[config.mk]
export PLATFORM = sky130hd
export DESIGN_NAME = axi_rd_burst_ctrl
export DESIGN_NICKNAME = d
export VERILOG_FILES = /design/src/rtl/axi_rd_burst_ctrl.sv
export SDC_FILE = /design/constraint.sdc
export NUM_CORES = 1
export LEC_CHECK = 0
export CAP_MARGIN = 20
export CORE_MARGIN = 2
export CORE_UTILIZATION = 55
export DETAILED_ROUTE_END_ITERATION = 7
export GPL_TIMING_DRIVEN = 0
export PLACE_DENSITY = 0.91
export SYNTH_ARGS = -nofsm -noshare
export SYNTH_HDL_FRONTEND = slang
export SYNTH_SLANG_ARGS = --single-unit
[constraint.sdc]
create_clock -name clk -period 5.7 [get_ports clk]
set_input_delay 0.855 -clock clk [delete_from_list [all_inputs] [get_ports clk]]
set_output_delay 0.855 -clock clk [all_outputs]
set_load 0.02 [all_outputs]
[src/rtl/axi_rd_burst_ctrl.sv]
// axi_rd_burst_ctrl
// Splits one read request (start address + word count) into AXI4 INCR bursts
// of at most MAX_BURST beats that never cross a 4 KB boundary, issues them one
// at a time to the read engine, ORs the per-burst engine errors and pulses
// done when the whole transfer has finished.
module axi_rd_burst_ctrl #(
  parameter int ADDR_W    = 32,
  parameter int DATA_W    = 32,
  parameter int AXI_LEN_W = 8,
  parameter int MAX_BURST = 256,
  parameter int CNT_W     = 16
) (
  input  logic                 clk,
  input  logic                 rst,
  input  logic                 req_valid,
  input  logic [ADDR_W-1:0]    req_addr,
  input  logic [CNT_W-1:0]     req_nwords,
  output logic                 req_ready,
  output logic                 busy,
  output logic                 done,
  output logic                 err,
  output logic                 run,
  output logic [ADDR_W-1:0]    addr,
  output logic [AXI_LEN_W-1:0] length,
  input  logic                 eng_ready,
  input  logic                 eng_error
);

  localparam int BYTES  = DATA_W / 8;
  localparam int OFF_W  = $clog2(BYTES);
  localparam int BEAT_W = AXI_LEN_W + 1;
  localparam logic [ADDR_W-1:0] ALIGN_MASK = ~ADDR_W'(BYTES - 1);

  typedef enum logic [2:0] {
    IDLE,
    CALC,
    ISSUE,
    WAIT,
    DONE
  } state_t;

  state_t                 state_q, state_d;
  logic [ADDR_W-1:0]      cur_addr_q, cur_addr_d;
  logic [CNT_W-1:0]       remaining_q, remaining_d;
  logic [BEAT_W-1:0]      beats_q, beats_d;
  logic                   err_acc_q, err_acc_d;
  logic                   err_q, err_d;
  logic                   done_q, done_d;
  logic                   run_q, run_d;
  logic [ADDR_W-1:0]      addr_q, addr_d;
  logic [AXI_LEN_W-1:0]   length_q, length_d;

  logic [12:0]            to4k;
  logic [BEAT_W-1:0]      cap;
  logic [BEAT_W-1:0]      burst_beats;

  // Size of the next burst: smallest of words left, MAX_BURST and words to the 4 KB line
  always_comb begin
    to4k        = (13'd4096 - {1'b0, cur_addr_q[11:0]}) >> OFF_W;
    cap         = BEAT_W'(MAX_BURST);
    burst_beats = '0;
    if (32'(to4k) < 32'(MAX_BURST)) begin
      cap = BEAT_W'(to4k);
    end
    if (32'(remaining_q) < 32'(cap)) begin
      burst_beats = BEAT_W'(remaining_q);
    end else begin
      burst_beats = cap;
    end
  end

  // Sequencer next-state and datapath updates; run/done follow the next state so they are registered
  always_comb begin
    state_d     = state_q;
    cur_addr_d  = cur_addr_q;
    remaining_d = remaining_q;
    beats_d     = beats_q;
    err_acc_d   = err_acc_q;
    err_d       = err_q;
    addr_d      = addr_q;
    length_d    = length_q;

    unique case (state_q)
      IDLE: begin
        if (req_valid) begin
          cur_addr_d  = req_addr & ALIGN_MASK;
          remaining_d = req_nwords;
          err_acc_d   = 1'b0;
          err_d       = 1'b0;
          state_d     = (req_nwords == '0) ? DONE : CALC;
        end
      end
      CALC: begin
        beats_d  = burst_beats;
        addr_d   = cur_addr_q;
        length_d = AXI_LEN_W'(burst_beats - BEAT_W'(1));
        state_d  = ISSUE;
      end
      ISSUE: begin
        if (!eng_ready) begin
          state_d = WAIT;
        end
      end
      WAIT: begin
        if (eng_ready) begin
          err_acc_d   = err_acc_q | eng_error;
          cur_addr_d  = cur_addr_q + (ADDR_W'(beats_q) << OFF_W);
          remaining_d = remaining_q - CNT_W'(beats_q);
          if (remaining_d == '0) begin
            state_d = DONE;
            err_d   = err_acc_d;
          end else begin
            state_d = CALC;
          end
        end
      end
      DONE: begin
        state_d = IDLE;
      end
      default: begin
        state_d = IDLE;
      end
    endcase

    run_d  = (state_d == ISSUE);
    done_d = (state_d == DONE);
  end

  // State and output registers with synchronous reset
  always_ff @(posedge clk) begin
    if (rst) begin
      state_q     <= IDLE;
      cur_addr_q  <= '0;
      remaining_q <= '0;
      beats_q     <= '0;
      err_acc_q   <= 1'b0;
      err_q       <= 1'b0;
      done_q      <= 1'b0;
      run_q       <= 1'b0;
      addr_q      <= '0;
      length_q    <= '0;
    end else begin
      state_q     <= state_d;
      cur_addr_q  <= cur_addr_d;
      remaining_q <= remaining_d;
      beats_q     <= beats_d;
      err_acc_q   <= err_acc_d;
      err_q       <= err_d;
      done_q      <= done_d;
      run_q       <= run_d;
      addr_q      <= addr_d;
      length_q    <= length_d;
    end
  end

  assign req_ready = (state_q == IDLE);
  assign busy      = (state_q != IDLE);
  assign done      = done_q;
  assign err       = err_q;
  assign run       = run_q;
  assign addr      = addr_q;
  assign length    = length_q;

endmodule

==> summary.json, run 1 <==
{
  "reg2reg_from": {"value": "cur_addr_q[3]"},
  "worstSkewPairLatency": {"value": 0.39, "unit": "ns"},
  "io_buffer_count": {"value": 93},
  "hpwl": {"value": 14.6, "unit": "mm"},
  "cts.htree.levels": {"value": 3},
  "synth.area.top_cells": {"value": "sky130_fd_sc_hd__dfxtp_1 (33%), sky130_fd_sc_hd__nand2_1 (8.2%), sky130_fd_sc_hd__a21oi_1 (6.8%), sky130_fd_sc_hd__ha_1 (5.7%), sky130_fd_sc_hd__nor2_1 (4.8%)"},
  "pin_count": {"value": 98},
  "finalHoldViolations": {"value": 0},
  "worst-endpoint-arrival": {"value": 5.04, "unit": "ns"},
  "worst_pin_slew": {"value": 0.813, "unit": "ns"},
  "detail_route.drc_violations": {"value": 0},
  "max_cap_violations": {"value": 0},
  "grt.overflow.total": {"value": 0},
  "fmax": {"value": 208, "unit": "MHz"},
  "finClkSkew": {"value": 0.0170, "unit": "ns"},
  "ys_async_sr_fraction": {"value": 0, "unit": "%"},
  "final_cell_area_excluding_filler_cells": {"value": 7440, "unit": "um^2"},
  "total_switching_power": {"value": 0.000778, "unit": "W"},
  "rrSetupSlack": {"value": 0.89, "unit": "ns"},
  "grt_max_degree": {"value": 18},
  "clock_sinks": {"value": 100},
  "ff_latch_count_synth": {"value": 100},
  "post_cts_resized": {"value": 0},
  "worstSetupStartpointType": {"value": "flip-flop"},
  "slew_viol_final": {"value": 0},
  "rsz0062_at_grt": {"value": "false"},
  "peakVddDrop": {"value": 195, "unit": "uV"},
  "postCtsSetupBuffers": {"value": 0},
  "reg2reg_to": {"value": "length[4]"},
  "share_of_layout_cells_above_drive_strength_1": {"value": 3.98, "unit": "%"},
  "gate_count_after_technology_mapping": {"value": 819},
  "finish.cell_count_without_fillers": {"value": 1069},
  "vias": {"value": 6707},
  "power.leakage": {"value": 2.67, "unit": "nW"},
  "crit_path_max_fanout": {"value": 7},
  "grt_antenna_before_repair": {"value": 0},
  "post_drt_wl_per_cell": {"value": 18.6, "unit": "um"},
  "postRouteAntennaNets": {"value": 0},
  "post_synthesis_instance_area": {"value": 6150, "unit": "um^2"},
  "ys.warnings.count": {"value": 0},
  "final_period_minus_worst_setup_slack": {"value": 4.81, "unit": "ns"},
  "power.share.combinational": {"value": 36.4, "unit": "%"},
  "min-delay-start": {"value": "addr[12]"},
  "layout_common_cells": {"value": "sky130_fd_sc_hd__nand2_1 (135), sky130_fd_sc_hd__dfxtp_1 (100), sky130_fd_sc_hd__clkdlybuf4s50_1 (93), sky130_fd_sc_hd__a21oi_1 (83), sky130_fd_sc_hd__nor2_1 (78)"},
  "grt.total_usage": {"value": 33.5, "unit": "%"},
  "clk_path_buf_depth": {"value": 2},
  "placement.cell_area": {"value": 7260, "unit": "um^2"},
  "worst_ep_required_time": {"value": 5.94, "unit": "ns"},
  "diodes": {"value": 0},
  "postSynth.topFlopCell": {"value": "sky130_fd_sc_hd__dfxtp_1"},
  "synth_top_cell_by_area": {"value": "sky130_fd_sc_hd__dfxtp_1"},
  "sequential_to_total_area_share_from_yosys_stat": {"value": 32.6, "unit": "%"},
  "hold-path-cell-count": {"value": 2},
  "post_place_setup_slack": {"value": 0.999, "unit": "ns"},
  "path_class": {"value": "flip-flop to flip-flop"},
  "clock_network_fraction_of_total_power": {"value": 22.6, "unit": "%"},
  "ctsHoldBuffers": {"value": 0},
  "clkTransAtPathRegs": {"value": 0.11, "unit": "ns"},
  "min_to": {"value": "addr[12]"},
  "detail_route.wirelength": {"value": 19.9, "unit": "mm"},
  "fp.dieArea": {"value": 12000, "unit": "um^2"},
  "yosysUniqueCellTypes": {"value": 66},
  "dr.first_iter.drc_count": {"value": 740},
  "vias_per_cell": {"value": 6.27},
  "worst_setup_path_end_kind": {"value": "flip-flop"},
  "tritoncts": {"value": "done"},
  "gp_routability_congestion": {"value": 0.966},
  "status": {"value": "completed"},
  "synth_area_per_cell": {"value": 7.51, "unit": "um^2"},
  "post-layout-total-power": {"value": 0.00201, "unit": "W"},
  "synth_top_cell_area_share": {"value": 32.6, "unit": "%"},
  "power-per-cell-area": {"value": 270, "unit": "nW/um^2"},
  "die_height": {"value": 110, "unit": "um"},
  "chipWidth": {"value": 110, "unit": "um"},
  "power_report.internal_total": {"value": 0.00123, "unit": "W"},
  "finalSetupTns": {"value": 0, "unit": "ns"},
  "relSlewSlack": {"value": 45.4, "unit": "%"},
  "floorplan.core_area": {"value": 10900, "unit": "um^2"},
  "grt_first_pass_wirelength": {"value": 31.1, "unit": "mm"},
  "number_of_enable_flip_flop_cells_after_synthesis": {"value": 0},
  "final.setup.worst_slack": {"value": 0.892, "unit": "ns"},
  "p_seq_share": {"value": 41.0, "unit": "%"},
  "layout_worst_path_cycle_share": {"value": 84.4, "unit": "%"},
  "dp_cells": {"value": 1053},
  "layout.cells.most_common": {"value": "sky130_fd_sc_hd__nand2_1"},
  "synthToLayoutAreaGrowth": {"value": 21.1, "unit": "%"},
  "initial_core_util": {"value": 56.5, "unit": "%"},
  "clk_root_buffer_cell": {"value": "sky130_fd_sc_hd__clkbuf_8"},
  "switching_share": {"value": 38.7, "unit": "%"},
  "hp-class": {"value": "flip-flop to flip-flop"},
  "numCtsBuffers": {"value": 9},
  "number_of_global_route_vias_before_repair": {"value": 6175},
  "dr.pass1.iters": {"value": 8},
  "design.final.nets": {"value": 1007},
  "worst-r2r-cell-count": {"value": 18},
  "core_rows": {"value": 38},
  "finalSetupViolations": {"value": 0}
}
==> worst max-delay path, stage by stage (launching register included) <==
cell                       delay (ns)
sky130_fd_sc_hd__dfxtp_1         0.39
sky130_fd_sc_hd__inv_1           0.17
sky130_fd_sc_hd__ha_1            0.30
sky130_fd_sc_hd__or4b_2          0.63
sky130_fd_sc_hd__nor2_1          0.14
sky130_fd_sc_hd__xnor2_1         0.20
sky130_fd_sc_hd__nand2_1         0.13
sky130_fd_sc_hd__ha_1            0.30
sky130_fd_sc_hd__nand4_1         0.13
sky130_fd_sc_hd__a21oi_1         0.06
sky130_fd_sc_hd__o311a_1         0.36
sky130_fd_sc_hd__a211oi_4        0.37
sky130_fd_sc_hd__mux2i_1         0.45
sky130_fd_sc_hd__ha_1            0.33
sky130_fd_sc_hd__a21boi_0        0.25
sky130_fd_sc_hd__xor2_1          0.19
sky130_fd_sc_hd__nor2_1          0.06
sky130_fd_sc_hd__a21oi_1         0.11
sky130_fd_sc_hd__a211oi_1        0.08
==> registers in the layout, indices dropped and copies added, names as in the netlist <==
register and count:
beats_q 9, remaining_q 16, err_acc_q 1, done 1
state_q 3, addr 30, run 1, length 8
cur_addr_q 30, err 1
==> power groups by stage <==
stage / Sequential, W / Clock (W) / Combinational [W]
6_report: 0.000823 / 0.000454 / 0.000731
5_1_grt: 0.000829 / 0.000475 / 0.000790
4_1_cts: 0.000819 / 0.000450 / 0.000710
3_5_place_dp: 0.000835 / 0 / 0.000704
3_3_place_gp: 0.000833 / 0 / 0.000688
2_1_floorplan: 0.000834 / 0 / 0.000481
==> how the worst max path moves through the flow <==
stage	end	depth (start not counted)	slack, ns	start
CTS	length[4]	20	0.98	cur_addr_q[3]
floorplan	length[4]	20	1.57	cur_addr_q[2]
global placement	length[4]	20	1.07	cur_addr_q[3]
finish	length[4]	18	0.89	cur_addr_q[3]
global route	length[4]	20	0.57	cur_addr_q[3]
detailed placement	length[4]	20	1.0	cur_addr_q[3]
==> synthesized netlist by cell type (all sizes together), types with 17 or more instances <==
master / n
a211oi: 38
a21oi: 83
buf: 17
clkbuf: 42
dfxtp: 100
ha: 28
inv: 25
nand2: 136
nand3: 22
nor2: 78
nor3: 21
o21ai: 43
==> metal layers <==
metal  global-route usage (%)  share of wire, %
met3                     6.76                11
met2                     52.6                44
met1                     44.5                41
met4                     14.2               3.9
met5                        0                 0
==> kinds of logic (layout without fill, tap and decap cells) <==
logic type | Yosys count | in the layout | synth area share (%)
other | 1 | 2 | 0.0610
AND/OR/NAND/NOR | 338 | 338 | 26.3
XOR/XNOR | 19 | 19 | 2.71
AO/OA/AOI/OAI | 240 | 240 | 25.0
flip-flops | 100 | 100 | 32.6
adder cells (fa/ha/maj) | 30 | 30 | 6.35
multiplexers | 7 | 7 | 1.18
buffers and inverters | 84 | 193 | 5.82
==> metrics by stage <==
step                      hold WS, ns  utilization [%]
after global placement          0.443             66.7
after CTS                       0.461             68.4
after detailed placement        0.446             66.7
after floorplan                 0.440                -
after global routing            0.477             68.4
final                           0.460             68.4
==> cell type report <==
type | count | area [um^2]
inverters | 25 | 93.8
well taps | 140 | 175
clock buffers | 11 | 141
multi-input cells | 636 | 3790
flip-flops and latches | 100 | 2000
repair buffers | 93 | 931
plain buffers | 59 | 264
fillers | 900 | 3440
clock inverters | 5 | 45.0
Power figures use the tool's default switching activity.
==> run 2: changes to the inputs <==
- clock period: 5.7 -> 4.7 ns (I/O delays scaled with it)
==> run 2 against run 1 <==
  * Hold slack better by 0.00066 ns
  * Non-clock buffer count is 3 higher
  * Global-route usage is 0.087 points higher
  * Via count is 1.0% higher
  * Largest power group unchanged
  * Count of clock-buffer cells in the layout stayed put
  * Combinational power is 24% higher
==> summary.json, run 2 (synthesis gave the netlist of run 1 again) <==
{
  "path_class": {"value": "flip-flop to flip-flop"},
  "core_rows": {"value": 38},
  "p_seq_share": {"value": 40.6, "unit": "%"},
  "clock_sinks": {"value": 100},
  "critical_path.max_stage_delay": {"value": 0.61, "unit": "ns"},
  "detail_route.wirelength": {"value": 20.0, "unit": "mm"},
  "numCtsBuffers": {"value": 9},
  "total_switching_power": {"value": 0.000951, "unit": "W"},
  "power.leakage": {"value": 2.69, "unit": "nW"},
  "hpwl": {"value": 14.6, "unit": "mm"},
  "worst_setup_path_end_kind": {"value": "flip-flop"},
  "vias": {"value": 6775},
  "critical_path.slowest_cell": {"value": "sky130_fd_sc_hd__or4b_2"},
  "clkTransAtPathRegs": {"value": 0.11, "unit": "ns"},
  "worst-endpoint-arrival": {"value": 4.71, "unit": "ns"},
  "finalSetupViolations": {"value": 0},
  "peakVddDrop": {"value": 253, "unit": "uV"},
  "final_period_minus_worst_setup_slack": {"value": 4.47, "unit": "ns"},
  "floorplan.core_area": {"value": 10900, "unit": "um^2"},
  "synthToLayoutAreaGrowth": {"value": 21.9, "unit": "%"},
  "layout_common_cells": {"value": "sky130_fd_sc_hd__nand2_1 (135), sky130_fd_sc_hd__dfxtp_1 (100), sky130_fd_sc_hd__clkdlybuf4s50_1 (93), sky130_fd_sc_hd__a21oi_1 (83), sky130_fd_sc_hd__nor2_1 (78)"},
  "design.final.nets": {"value": 1010},
  "dr.first_iter.drc_count": {"value": 808},
  "finalHoldViolations": {"value": 0},
  "critical_path.cell_chain": {"value": "inv_1, ha_4, or4b_2, nor2_1, xnor2_1, nand2_1, ha_1, nand4_1, a21oi_1, o311a_1, a211oi_4, buf_4, mux2i_4, ha_2, a21boi_1, xor2_1, nor2_1, a21oi_1, a211oi_1"},
  "placement.cell_area": {"value": 7260, "unit": "um^2"},
  "worstSkewPairLatency": {"value": 0.39, "unit": "ns"},
  "status": {"value": "completed"},
  "switching_share": {"value": 38.7, "unit": "%"},
  "clk_path_buf_depth": {"value": 2},
  "post_drt_wl_per_cell": {"value": 18.7, "unit": "um"},
  "chipWidth": {"value": 110, "unit": "um"},
  "grt.overflow.total": {"value": 0},
  "power-per-cell-area": {"value": 328, "unit": "nW/um^2"},
  "worstSetupStartpointType": {"value": "flip-flop"},
  "rsz0062_at_grt": {"value": "false"},
  "clock_network_fraction_of_total_power": {"value": 22.5, "unit": "%"},
  "clk_root_buffer_cell": {"value": "sky130_fd_sc_hd__clkbuf_8"},
  "pin_count": {"value": 98},
  "layout.cells.most_common": {"value": "sky130_fd_sc_hd__nand2_1"},
  "grt_first_pass_wirelength": {"value": 31.2, "unit": "mm"},
  "grt.total_usage": {"value": 33.5, "unit": "%"},
  "postRouteAntennaNets": {"value": 0},
  "slew_viol_final": {"value": 0},
  "number_of_global_route_vias_before_repair": {"value": 6166},
  "finalSetupTns": {"value": 0, "unit": "ns"},
  "share_of_layout_cells_above_drive_strength_1": {"value": 4.61, "unit": "%"},
  "power.share.combinational": {"value": 36.9, "unit": "%"},
  "grt_max_degree": {"value": 18},
  "cts.htree.levels": {"value": 3},
  "vias_per_cell": {"value": 6.32},
  "relSlewSlack": {"value": 46.7, "unit": "%"},
  "worst_ep_required_time": {"value": 4.94, "unit": "ns"},
  "hp-class": {"value": "flip-flop to flip-flop"},
  "worst_pin_slew": {"value": 0.795, "unit": "ns"},
  "diodes": {"value": 0},
  "power_report.internal_total": {"value": 0.00151, "unit": "W"},
  "initial_core_util": {"value": 56.5, "unit": "%"},
  "fp.dieArea": {"value": 12000, "unit": "um^2"},
  "fmax": {"value": 224, "unit": "MHz"},
  "layout_worst_path_cycle_share": {"value": 95.2, "unit": "%"},
  "detail_route.drc_violations": {"value": 0},
  "io_buffer_count": {"value": 93},
  "gp_routability_congestion": {"value": 0.966},
  "crit_path_max_fanout": {"value": 7},
  "finClkSkew": {"value": 0.0164, "unit": "ns"},
  "grt_antenna_before_repair": {"value": 0},
  "dr.pass1.iters": {"value": 5},
  "die_height": {"value": 110, "unit": "um"},
  "tritoncts": {"value": "done"},
  "max_cap_violations": {"value": 0},
  "final_cell_area_excluding_filler_cells": {"value": 7490, "unit": "um^2"}
}
run 2: cell count changes in the layout (fill, tap and decap cells not counted), sizes merged:
| cell | before | now |
|---|---|---|
| buf | 17 | 20 |
run 2: per-stage QoR:
step / utilization [%] / worst slack (ns) / hold WS [ns] / power, W / std cells
2_1_floorplan: - / 0.567 / 0.440 / 0.00159 / 820
3_3_place_gp: 66.7 / 0.0743 / 0.443 / 0.00184 / 1053
3_5_place_dp: 66.7 / -0.00134 / 0.446 / 0.00187 / 1053
4_1_cts: 68.5 / 0.0391 / 0.461 / 0.00241 / 1071
5_1_grt: 68.8 / 0.0238 / 0.477 / 0.00256 / 1072
6_report: 68.8 / 0.228 / 0.461 / 0.00246 / 1072
run 2: area by class of cell:
cell class	instances	area, um^2
inverters	25	93.8
well taps	140	175
fillers	893	3390
plain buffers	59	264
clock inverters	5	45.0
flip-flops and latches	100	2000
repair buffers	96	953
multi-input cells	636	3820
clock buffers	11	141
run 2: final timing paths:
kind / startpoint / to / slack (ns) / depth (start not counted)
hold / removal: addr[12] / addr[12] / 0.46 / 2
hold reg to reg: addr[12] / addr[12] / 0.46 / 2
setup / recovery: cur_addr_q[3] / length[4] / 0.23 / 19
setup reg to reg: cur_addr_q[3] / length[4] / 0.23 / 19
run 2: timing repair:
action,in CTS,in global routing
setup buffers,2,1
gates resized for setup,0,6
hold buffers,0,0
endpoints found under the setup margin,1,1
pin swaps,1,1
run 2: routing by layer:
layer | share of wire [%] | track usage (%) | up-vias
met3 | 12 | 7.65 | 88
met5 | 0 | 0 | -
met1 | 40 | 44.5 | 3050
met4 | 3.9 | 13.1 | 0
li1 | - | - | 3153
met2 | 44 | 52.9 | 484
run 2: worst max-delay path: cells and delay by family (launching register included):
kind,cells,cell delay (ns)
buffers and inverters,2,0.39
AO/OA/AOI/OAI,6,1.02
multiplexers,1,0.29
AND/OR/NAND/NOR,5,1.08
adder cells (fa/ha/maj),3,0.78
flip-flops,1,0.41
XOR/XNOR,2,0.37
run 2: power groups by stage:
stage / combinational (W) / clock (W) / sequential (W)
2_1_floorplan: 0.000583 / 0 / 0.00101
5_1_grt: 0.000982 / 0.000578 / 0.00101
3_3_place_gp: 0.000835 / 0 / 0.00101
3_5_place_dp: 0.000854 / 0 / 0.00101
6_report: 0.000907 / 0.000552 / 0.000999
4_1_cts: 0.000867 / 0.000545 / 0.000993
==> run 3: changes to the inputs <==
- ABC_AREA: unset -> 1
- PLACE_DENSITY: 0.91 -> 0.9
==> run 3 against run 2 <==
  * Largest power group is now combinational logic
  * Count of clock-buffer cells in the layout shrank 1
  * Final cell count grew 9.5%
  * First-iteration DRC count is 18% lower
  * Sequential share of layout area down 0.55 points
  * Total power up 24%
  * Sequential power rose by 5%
  * Critical path type unchanged
  * Highest routed layer unchanged
  * Flip-flop and latch count stayed put
  * Largest cell class unchanged
  * Global-route usage up 0.95 points
  * Synthesized area up 1.2%
  * Fmax rose by 13%
==> summary.json, run 3 <==
{
  "power.share.combinational": {"value": 38.4, "unit": "%"},
  "worst-endpoint-arrival": {"value": 4.21, "unit": "ns"},
  "finalSetupTns": {"value": 0, "unit": "ns"},
  "fmax": {"value": 253, "unit": "MHz"},
  "path_class": {"value": "flip-flop to flip-flop"},
  "worstSetupStartpointType": {"value": "flip-flop"},
  "ctsHoldBuffers": {"value": 0},
  "vias": {"value": 6883},
  "yosysUniqueCellTypes": {"value": 46},
  "io_buffer_count": {"value": 93},
  "hold-path-cell-count": {"value": 2},
  "hpwl": {"value": 15.2, "unit": "mm"},
  "relSlewSlack": {"value": 41.9, "unit": "%"},
  "diodes": {"value": 0},
  "peakVddDrop": {"value": 348, "unit": "uV"},
  "numCtsBuffers": {"value": 9},
  "postRouteAntennaNets": {"value": 0},
  "post_cts_resized": {"value": 0},
  "die_height": {"value": 110, "unit": "um"},
  "gp_routability_congestion": {"value": 1.01},
  "finalHoldViolations": {"value": 0},
  "hp-class": {"value": "flip-flop to flip-flop"},
  "ys_async_sr_fraction": {"value": 0, "unit": "%"},
  "yosys-top-cells-count": {"value": "sky130_fd_sc_hd__nand2_1 (161), sky130_fd_sc_hd__nor2_1 (105), sky130_fd_sc_hd__a21oi_1 (101), sky130_fd_sc_hd__dfxtp_1 (100), sky130_fd_sc_hd__inv_1 (99)"},
  "post-layout-total-power": {"value": 0.00305, "unit": "W"},
  "power_report.internal_total": {"value": 0.00187, "unit": "W"},
  "final.setup.worst_slack": {"value": 0.749, "unit": "ns"},
  "layout_common_cells": {"value": "sky130_fd_sc_hd__nand2_1 (161), sky130_fd_sc_hd__nor2_1 (105), sky130_fd_sc_hd__a21oi_1 (101), sky130_fd_sc_hd__dfxtp_1 (100), sky130_fd_sc_hd__inv_1 (99)"},
  "postSynth.topFlopCell": {"value": "sky130_fd_sc_hd__dfxtp_1"},
  "grt_antenna_before_repair": {"value": 0},
  "power.leakage": {"value": 3.18, "unit": "nW"},
  "clk_path_buf_depth": {"value": 2},
  "grt.total_usage": {"value": 34.5, "unit": "%"},
  "clkTransAtPathRegs": {"value": 0.07, "unit": "ns"},
  "number_of_enable_flip_flop_cells_after_synthesis": {"value": 0},
  "clock_sinks": {"value": 100},
  "detail_route.wirelength": {"value": 20.2, "unit": "mm"},
  "fillers": {"value": 902},
  "worst_setup_path_end_kind": {"value": "flip-flop"},
  "power-per-cell-area": {"value": 399, "unit": "nW/um^2"},
  "slew_viol_final": {"value": 0},
  "worst_ep_required_time": {"value": 4.96, "unit": "ns"},
  "clk_root_buffer_cell": {"value": "sky130_fd_sc_hd__clkbuf_16"},
  "post_place_setup_slack": {"value": 0.870, "unit": "ns"},
  "status": {"value": "completed"},
  "tritoncts": {"value": "done"},
  "post_synthesis_instance_area": {"value": 6220, "unit": "um^2"},
  "crit_path_max_fanout": {"value": 7},
  "met2_usage": {"value": 55.5, "unit": "%"},
  "final_period_minus_worst_setup_slack": {"value": 3.95, "unit": "ns"},
  "design.final.nets": {"value": 1112},
  "chipWidth": {"value": 110, "unit": "um"},
  "synth_area_per_cell": {"value": 6.73, "unit": "um^2"},
  "finalSetupViolations": {"value": 0},
  "clock_network_fraction_of_total_power": {"value": 27.3, "unit": "%"},
  "synth_top_cell_by_area": {"value": "sky130_fd_sc_hd__dfxtp_1"},
  "core_rows": {"value": 38},
  "worst_pin_slew": {"value": 0.868, "unit": "ns"},
  "finClkSkew": {"value": 0.00840, "unit": "ns"},
  "ff_latch_count_synth": {"value": 100},
  "worstSkewPairLatency": {"value": 0.36, "unit": "ns"},
  "initial_core_util": {"value": 56.9, "unit": "%"},
  "grt_use_met3": {"value": 7.35, "unit": "%"},
  "post_drt_wl_per_cell": {"value": 17.2, "unit": "um"},
  "p_seq_share": {"value": 34.3, "unit": "%"},
  "cts.htree.levels": {"value": 3},
  "sequential_to_total_area_share_from_yosys_stat": {"value": 32.2, "unit": "%"},
  "grt_first_pass_wirelength": {"value": 31.9, "unit": "mm"},
  "switching_share": {"value": 38.8, "unit": "%"},
  "share_of_layout_cells_above_drive_strength_1": {"value": 5.61, "unit": "%"},
  "layout.cells.most_common": {"value": "sky130_fd_sc_hd__nand2_1"},
  "grt_use_met1": {"value": 43.4, "unit": "%"},
  "layout_worst_path_cycle_share": {"value": 84.1, "unit": "%"},
  "rsz0062_at_grt": {"value": "false"},
  "number_of_global_route_vias_before_repair": {"value": 6367},
  "synth_top_cell_area_share": {"value": 32.2, "unit": "%"},
  "vias_per_cell": {"value": 5.86},
  "postCtsSetupBuffers": {"value": 0},
  "dr.first_iter.drc_count": {"value": 666},
  "fp.dieArea": {"value": 12200, "unit": "um^2"},
  "detail_route.drc_violations": {"value": 0},
  "dr.pass1.iters": {"value": 6},
  "worst-r2r-cell-count": {"value": 23},
  "ys.warnings.count": {"value": 0},
  "grt.overflow.total": {"value": 0},
  "floorplan.core_area": {"value": 10900, "unit": "um^2"},
  "pin_count": {"value": 98},
  "max_cap_violations": {"value": 0},
  "grt_max_degree": {"value": 18},
  "total_switching_power": {"value": 0.00118, "unit": "W"},
  "synthMostInstantiatedCell": {"value": "sky130_fd_sc_hd__nand2_1"},
  "global_route.peak_usage_layer": {"value": "met2"},
  "synthToLayoutAreaGrowth": {"value": 23.1, "unit": "%"},
  "gate_count_after_technology_mapping": {"value": 924},
  "synth.area.top_cells": {"value": "sky130_fd_sc_hd__dfxtp_1 (32%), sky130_fd_sc_hd__nand2_1 (9.7%), sky130_fd_sc_hd__a21oi_1 (8.1%), sky130_fd_sc_hd__o21ai_0 (7.2%), sky130_fd_sc_hd__nor2_1 (6.3%)"}
}
[run 3: routing by layer]
layer	wire length [um]	share of wire (%)
met4	971	4.8
met3	2160	11
met2	9090	45
met5	0	0
met1	7980	40
[run 3: path summary, 6_finish.rpt]
path / from / endpoint / slack, ns
hold reg to reg: length[0] / length[0] / 0.49
hold / removal: length[0] / length[0] / 0.49
setup / recovery: cur_addr_q[2] / length[2] / 0.75
setup reg to reg: cur_addr_q[2] / length[2] / 0.75
[run 3: logic make-up (layout without fill, tap and decap cells)]
kind of cell	Yosys count	after routing	synth area share [%]
AO/OA/AOI/OAI	247	247	22.1
XOR/XNOR	22	22	3.10
adder cells (fa/ha/maj)	30	30	6.28
buffers and inverters	148	257	9.54
flip-flops	100	100	32.2
other	1	2	0.0603
AND/OR/NAND/NOR	376	376	26.8
[run 3: cell type report]
type | count | area [um^2] | area share (%)
plain buffers | 42 | 194 | 2.53
clock buffers | 10 | 229 | 2.99
clock inverters | 6 | 95.1 | 1.24
inverters | 106 | 399 | 5.21
multi-input cells | 677 | 3630 | 47.4
flip-flops and latches | 100 | 2000 | 26.2
well taps | 140 | 175 | 2.29
repair buffers | 93 | 931 | 12.2
[run 3: worst max-delay path, stage by stage (launching register included)]
cell	delay, ns
sky130_fd_sc_hd__dfxtp_1	0.45
sky130_fd_sc_hd__inv_1	0.12
sky130_fd_sc_hd__ha_1	0.24
sky130_fd_sc_hd__nand2_1	0.14
sky130_fd_sc_hd__o21ai_0	0.10
sky130_fd_sc_hd__nand2_1	0.09
sky130_fd_sc_hd__nand2_1	0.14
sky130_fd_sc_hd__inv_1	0.24
sky130_fd_sc_hd__nand3_1	0.22
sky130_fd_sc_hd__ha_1	0.34
sky130_fd_sc_hd__a21oi_1	0.15
sky130_fd_sc_hd__nor2_1	0.05
sky130_fd_sc_hd__a211oi_1	0.22
sky130_fd_sc_hd__nand2_2	0.10
sky130_fd_sc_hd__nand2_4	0.13
sky130_fd_sc_hd__nand2_8	0.09
sky130_fd_sc_hd__o21ai_1	0.14
sky130_fd_sc_hd__o21ai_2	0.10
sky130_fd_sc_hd__ha_1	0.22
sky130_fd_sc_hd__nand3_1	0.20
sky130_fd_sc_hd__nand2_1	0.07
sky130_fd_sc_hd__o21bai_1	0.15
sky130_fd_sc_hd__o211ai_1	0.08
sky130_fd_sc_hd__inv_1	0.05
[run 3: metrics by stage]
| step | hold slack, ns | std cells | instance area [um^2] | util [%] |
|---|---|---|---|---|
| after floorplan | 0.458 | 925 | 6220 | - |
| after global placement | 0.454 | 1158 | 7330 | 67.0 |
| after detailed placement | 0.475 | 1158 | 7330 | 67.0 |
| after CTS | 0.486 | 1174 | 7650 | 70.0 |
| after global routing | 0.502 | 1174 | 7650 | 70.0 |
| final | 0.487 | 1174 | 7650 | 70.0 |
[run 3: power groups by stage]
| stage | Clock (W) | Combinational, W | Sequential (W) |
|---|---|---|---|
| 5_1_grt | 0.000861 | 0.00129 | 0.00106 |
| 6_report | 0.000835 | 0.00117 | 0.00105 |
| 3_5_place_dp | 0 | 0.00114 | 0.00106 |
| 2_1_floorplan | 0 | 0.000746 | 0.00109 |
| 3_3_place_gp | 0 | 0.00112 | 0.00106 |
| 4_1_cts | 0.000827 | 0.00115 | 0.00104 |
